===== config.mk =====
export PLATFORM = sky130hd
export DESIGN_NAME = lut_divider_32b_seq
export DESIGN_NICKNAME = d
export VERILOG_FILES = /design/src/rtl/lut_divider_32b_seq.sv
export SDC_FILE = /design/constraint.sdc
export NUM_CORES = 2
export LEC_CHECK = 0
export CAP_MARGIN = 15
export CORE_MARGIN = 5
export CORE_UTILIZATION = 68
export CTS_CLUSTER_SIZE = 25
export DETAILED_ROUTE_END_ITERATION = 6
export GPL_TIMING_DRIVEN = 0
export MAX_ROUTING_LAYER = met4
export PLACE_DENSITY = 0.93
export SLEW_MARGIN = 10
export SYNTH_ARGS = -nofsm -noshare
export SYNTH_HDL_FRONTEND = slang
export SYNTH_SLANG_ARGS = --single-unit

===== constraint.sdc =====
create_clock -name clk_32b -period 19.8 [get_ports clk_32b]
set_input_delay 3.96 -clock clk_32b [delete_from_list [all_inputs] [get_ports clk_32b]]
set_output_delay 3.96 -clock clk_32b [all_outputs]
set_load 0.02 [all_outputs]

===== src/rtl/lut_divider_32b_seq.sv =====
// Sequential 32-bit unsigned divider, radix-16 digit recurrence driven by a
// table of divisor multiples built one entry per clock before the digit loop.
module lut_divider_32b_seq #(
    parameter logic [31:0] DBZ_QUOTIENT = 32'hFFFF_FFFF
) (
    input  logic        clk_32b,
    input  logic        resetn_32b,
    input  logic        start_32b,
    input  logic [31:0] dividend_32b,
    input  logic [31:0] divisor_32b,
    output logic        busy_32b,
    output logic        done_32b,
    output logic [31:0] quotient_32b,
    output logic [31:0] remainder_32b,
    output logic        div_by_zero_32b
);

    typedef enum logic [1:0] {IDLE, FILL, DIV, DONE} state_t;

    state_t      state_q;
    logic [35:0] table_q [16];
    logic [31:0] dvd_q;
    logic [31:0] dvs_q;
    logic [31:0] quo_q;
    logic [35:0] rem_q;
    logic [3:0]  k_q;
    logic [3:0]  cnt_q;
    logic        dbz_q;
    logic        busy_q;
    logic        done_q;
    logic        dbz_out_q;
    logic [31:0] quotient_q;
    logic [31:0] remainder_q;

    logic [35:0] rp_d;
    logic [35:0] rem_d;
    logic [3:0]  digit_d;

    // Table is monotonic, so the last entry not exceeding r' is the digit.
    always_comb begin
        rp_d    = (rem_q << 4) | {32'b0, dvd_q[31:28]};
        digit_d = '0;
        for (int k = 1; k < 16; k++) begin
            if (table_q[k] <= rp_d) digit_d = 4'(k);
        end
        rem_d = rp_d - table_q[digit_d];
    end

    always_ff @(posedge clk_32b or negedge resetn_32b) begin
        if (!resetn_32b) begin
            state_q     <= IDLE;
            for (int k = 0; k < 16; k++) table_q[k] <= '0;
            dvd_q       <= '0;
            dvs_q       <= '0;
            quo_q       <= '0;
            rem_q       <= '0;
            k_q         <= '0;
            cnt_q       <= '0;
            dbz_q       <= 1'b0;
            busy_q      <= 1'b0;
            done_q      <= 1'b0;
            dbz_out_q   <= 1'b0;
            quotient_q  <= '0;
            remainder_q <= '0;
        end else begin
            unique case (state_q)
                IDLE: begin
                    if (start_32b) begin
                        dvd_q      <= dividend_32b;
                        dvs_q      <= divisor_32b;
                        table_q[1] <= {4'b0, divisor_32b};
                        busy_q     <= 1'b1;
                        dbz_out_q  <= 1'b0;
                        rem_q      <= '0;
                        quo_q      <= '0;
                        k_q        <= 4'd2;
                        dbz_q      <= (divisor_32b == 32'd0);
                        // Divide-by-zero skips straight to the commit step.
                        if (divisor_32b == 32'd0) begin
                            cnt_q   <= 4'd8;
                            state_q <= DIV;
                        end else begin
                            cnt_q   <= 4'd0;
                            state_q <= FILL;
                        end
                    end
                end
                FILL: begin
                    table_q[k_q] <= table_q[k_q - 4'd1] + {4'b0, dvs_q};
                    k_q          <= k_q + 4'd1;
                    if (k_q == 4'd15) state_q <= DIV;
                end
                DIV: begin
                    if (cnt_q[3]) begin
                        done_q  <= 1'b1;
                        state_q <= DONE;
                        if (dbz_q) begin
                            quotient_q  <= DBZ_QUOTIENT;
                            remainder_q <= dvd_q;
                            dbz_out_q   <= 1'b1;
                        end else begin
                            quotient_q  <= quo_q;
                            remainder_q <= rem_q[31:0];
                        end
                    end else begin
                        rem_q <= rem_d;
                        quo_q <= {quo_q[27:0], digit_d};
                        dvd_q <= dvd_q << 4;
                        cnt_q <= cnt_q + 4'd1;
                    end
                end
                DONE: begin
                    done_q  <= 1'b0;
                    busy_q  <= 1'b0;
                    state_q <= IDLE;
                end
                default: state_q <= IDLE;
            endcase
        end
    end

    assign busy_32b        = busy_q;
    assign done_32b        = done_q;
    assign quotient_32b    = quotient_q;
    assign remainder_32b   = remainder_q;
    assign div_by_zero_32b = dbz_out_q;

endmodule


# Word level (Yosys, flattened, before mapping)
# Index checks and enable logic that the tools add are counted.
[totals] word_cells=139 out_inout_bits=67 latchBits=0 inputBits=67 n_memories=0 mem_bits_ro=0 regBits=782 ram_bits=0
[op_classes] shift=0 n_eq_ne=9 n_lt_le_gt_ge=19 n_addsub=5 bitwise_logic=4 div_mod_pow=0 muxes=56 mul=0 n_reduce_logical=16
[ops] operator="$bwmux W576" n=1
[ops] operator="$le A36 B36 Y1" n=15
[ops] operator="$mux W32" n=10
[ops] operator="$bmux W36 S4" n=2
[ops] operator="$pmux W32 S2" n=3
[ops] operator="$demux W36 S4" n=1
[ops] operator="$mux W36" n=4
[ops] operator="$pmux W36 S2" n=1
[ops] operator="$mux W4" n=15
[ops] operator="$add A36 B32 Y36" n=1
[ops] operator="$or A36 B4 Y36" n=1
[ops] operator="$logic_not A32 Y1" n=1
[ops] operator="$sub A32 B32 Y32" n=1
[ops] operator="$pmux W4 S2" n=2
[ops] operator="$ge A5 B5 Y1 const B" n=3
[ops] operator="$not A4 Y5" n=3
[ops] operator="$mux W2" n=6
[ops] operator="$reduce_and A2 Y1" n=6
[ops] operator="$ne A2 B2 Y1 const B" n=5
[ops] operator="$add A4 B1 Y4 const B" n=2
[ops] operator="$pmux W2 S4" n=1
[ops] operator="$reduce_bool A2 Y1" n=4
[ops] operator="$mux W1" n=6
[ops] operator="$pmux W1 S2" n=3
[ops] operator="other kinds (10)" n=12

# Logic depth before layout (Yosys ltp)
[logic_depth] ltp_word=24 mapped_depth=37 ltp_nobuf=33

# Worst setup path before layout
# Ideal clock, no wire load.
[synth_path] path_type="flip-flop to flip-flop" startpoint="register k_q[0]" endpoint="register table_q[246] in the netlist's numbering" path_stages_with_launch=30 required_time_ns=19.674 synth_period_minus_slack_ns=8.181 arrival_time_ns=8.055 setup_slack_ns=11.619 cell_sequence="dfrtp_1 > clkbuf_1 > clkbuf_1 > clkbuf_1 > clkbuf_1 > buf_1 > inv_1 > ha_1 > clkbuf_1 > clkbuf_1 > buf_1 > clkbuf_1 > mux4_2 > mux4_2 > ha_1 > a21o_1 > a21o_1 > a21o_1 > a21o_1 > a21o_1 > a21o_1 > a21oi_1 > a21oi_1 > o31ai_1 > o21ai_1 > a31o_1 > a21oi_1 > xor2_1 > buf_2 > o21ai_1"
[synth_between] elab_chain_len=7
[synth_rtl] item="from (decl)" line_no="26" rtl="logic [3:0] k_q;"
[synth_rtl] item="from (signal assigned)" line_no="90" rtl="k_q <= k_q + 4'd1;"
[synth_rtl] item="$sub A4 B1 Y4" line_no="89" rtl="table_q[k_q] <= table_q[k_q - 4'd1] + {4'b0, dvs_q};"
[synth_rtl] item="$not A4 Y5 (implied by the code)" line_no="89"
[synth_rtl] item="$bmux W36 S4" line_no="89"
[synth_rtl] item="$mux W36 (implied by the code) (2 in a row)" line_no="89"
[synth_rtl] item="$add A36 B32 Y36" line_no="89"
[synth_rtl] item="$bwmux W576 (*)" line_no="89"
[synth_rtl] item="to (signal, indexed assignment)" line_no="89"
[synth_rtl] item="to (decl)" line_no="21" rtl="logic [35:0] table_q [16];"
# Mark *: on every way between the ends. The rest lies on a longest branch, timed or not. The select of a mux whose other input is x is not followed.
# A chain may end at the register's enable or synchronous reset.

# Worst setup path in the final report
[layout_path] startpoint="register k_q[0]" endpoint="register table_q[358] in the netlist's numbering"
# Same word-level chain as after synthesis.

==> impl_metrics.csv <==
group,metric,value,unit
synth,synthAdderAreaFrac,14.6,%
finish,nNetsFinal,6395,
clocking,clock_path_buffers,3,
clocking,cts.root.buffer_cell,"clkbuf_16",
global_route,grt_start_max_net_pins,111,
setup_path,path_depth,31,
route,avgViaCountPerCell,7.70,
setup_path,critical_path.endpoint_type,"register",
global_route,grt_overflow,0,
setup_path,cp_slowest_cell,"clkbuf_1",
finish,n_fill_cell,5315,
synth,seq_area_frac_synth,36.9,%
die,io_pins,134,
min_path,min_path_cells,2,
clocking,cts-resized-gates,0,
timing,slew_headroom,3.32,%
timing,hold_viol,0,
synth,synthCells,5469,
timing,finalSetupViolCount,0,
die,die_area,83700,sq um
synth,ys_warn_count,0,
clocking,clk_transition_reported_paths,70,ps
synth,synth_xor_area_share,0.951,%
timing,fin_crit,15930,ps
setup_path,arrival,16470,ps
global_route,antenna_found_initial,21,
route,drt-total-wl,245,mm
finish,final_cell_mix,"nand2_1 (856), dfrtp_1 (782), o21ai_0 (691), ha_1 (614), clkbuf_1 (295)",
finish,drive_gt1_share,9.45,%
outcome,violations,"DRC",
die,die_h,289,um
timing,setup-tns-final,0,ps
setup_path,r2r-start,"k_q[0]$_DFFE_PN0P_",
synth,synthSimpleGateAreaFrac,11.6,%
synth,syn_area,53000,sq um
synth,synthArstFlopShare,100,%
clocking,post_cts_buffers,0,
setup_path,reg2reg_depth,31,
synth,avgSynthCellArea,9.70,sq um
global_route,grt_pass1_wl,349,mm
synth,synth_mux_area_share,14.3,%
die,start_util,68.6,%
synth,ys_seq_elements,782,
die,core_area,77300,sq um
timing,finalCritPeriodShare,80.4,%
synth,synthFlopType,"dfrtp_1",
clocking,numCtsBuffers,85,
route,firstDrtPassIters,7,
timing,rsz0062_at_grt,"no",
outcome,outcome,"finished with violations",
synth,synth_compound_area_share,18.3,%
synth,synth_edf_count,0,
setup_path,crit_path_start_kind,"register",
clocking,insertion_delay,710,ps
timing,finalMaxSlewViolations,0,
global_route,grt_pass1_vias,50921,
route,drc,2,
clocking,cts_max_level,3,
finish,mostFrequentLayoutCell,"nand2_1",
min_path,min-delay-path-class,"register to register",
route,ant_nets,0,
clocking,cts.sinks,782,
timing,tightest_slew,1450,ps
setup_path,cp_max_fo,11,
timing,fmax,62.8,MHz
route,first_iter_violations,8890,
placed_design,port_buffers,132,
global_route,track_usage,59.6,%
clocking,cts_hold_buf,0,
die,num_rows,102,
placed_design,hpwl,181,mm
setup_path,cp.required,20350,ps
setup_path,cpLargestDelayFamily,"buffers and inverters",
route,wire_per_inst,35.7,um
run,cap_violations,0,
setup_path,cp_common_cell,"clkbuf_1",
setup_path,max_stage_delay,1010,ps
setup_path,r2r_slack,3870,ps
clocking,cts_tree,"yes",
timing,skew,43.5,ps
finish,syn2layout_area_growth,11.2,%
synth,syn-num-nets,6152,
synth,synth_top_family_by_area,"compound AO/OA/AOI/OAI gates",
setup_path,setup.worst_path.class,"register to register",
setup_path,crit_start,"k_q[0]$_DFFE_PN0P_",
synth,ys_types,83,
setup_path,crit_buf_inv,12,
die,fp.dieW,289,um
min_path,min_from,"dvs_q[13]$_DFFE_PN0P_",
placed_design,gp_congestion,1.16,
route,num_vias,52679,
==> routing by layer <==
layer	vias up	GRT usage [%]	share of wire (%)	wire, um
met5	-	-	0	0
met3	1826	29.7	17	42000
met2	5299	78.7	39	95700
met4	0	51.2	12	29300
met1	24804	66.5	32	77500
li1	20750	-	-	-
==> kinds of logic (layout without fill, tap and decap cells) <==
logic type / after synthesis / in the layout
DFF: 782 / 782
and+or+nand+nor: 1398 / 1398
AOI/OAI and AO/OA: 1646 / 1646
other: 0 / 29
muxes: 514 / 514
buffers and inverters: 457 / 763
xor gates and xnor gates: 56 / 56
adders and majority gates: 616 / 616
==> synth_stat cells, drive strengths merged, types with 31 or more instances <==
cell	count	share of area, %
mux4	180	7.6
nor3	47	0.44
a21o	123	1.7
o221ai	31	0.51
nor2	178	1.3
a21oi	291	2.7
mux2	143	3.0
clkbuf	279	2.0
o21ai	834	7.9
mux2i	191	3.6
o21a	64	0.91
buf	56	0.55
ha	614	14
o211ai	113	1.6
dfrtp	782	37
inv	121	0.86
nand2	856	6.1
nand4	116	1.4
nand3	52	0.49
==> sequential cells by signal, summed over array words and instances, names as in the netlist, 2 cells and up <==
| name | count |
|---|---|
| table_q | 576 |
| dvd_q | 32 |
| dvs_q | 32 |
| quo_q | 32 |
| quotient_32b | 32 |
| rem_q | 32 |
| remainder_32b | 32 |
| cnt_q | 4 |
| k_q | 4 |
| state_q | 2 |
==> through the flow <==
stage               instance area, sq um  hold slack (ps)  instances  utilization (%)  worst slack [ps]
global route                       59000              520       6838             76.2              4450
detailed placement                 56000              475       6657             72.4              5570
global placement                   55700              458       6641             72.0            -19810
floorplan                          53000              440       5469                -             11620
CTS                                58800              497       6807             76.1              5420
finish                             59000              496       6844             76.3              3870
==> path summary, 6_finish.rpt <==
path                                                 end
setup / recovery                table_q[358]$_DFFE_PN0P_
hold / removal                     dvs_q[13]$_DFFE_PN0P_
setup reg to reg                table_q[358]$_DFFE_PN0P_
hold reg to reg                    dvs_q[13]$_DFFE_PN0P_
max in group asynchronous       table_q[356]$_DFFE_PN0P_
min in group asynchronous  remainder_32b[18]$_DFFE_PN0P_
==> worst min-delay path, stage by stage (launching register included) <==
cell and delay [ps]:
dfrtp_1 350, nand2_1 50, o21ai_0 60
==> area by class of cell <==
class | count | area, sq um | area share, %
diodes | 29 | 72.6 | 0.123
plain buffers | 335 | 1350 | 2.28
clock buffers | 121 | 2420 | 4.11
clock inverters | 29 | 397 | 0.673
inverters | 122 | 458 | 0.776
multi-input cells | 4230 | 31700 | 53.8
flip-flops and latches | 782 | 19600 | 33.2
well taps | 1040 | 1300 | 2.21
repair buffers | 156 | 1700 | 2.88
Power is left out: the tool's default activity adds up to more than one toggle a clock period on the data nets, which glitch-free logic cannot reach.
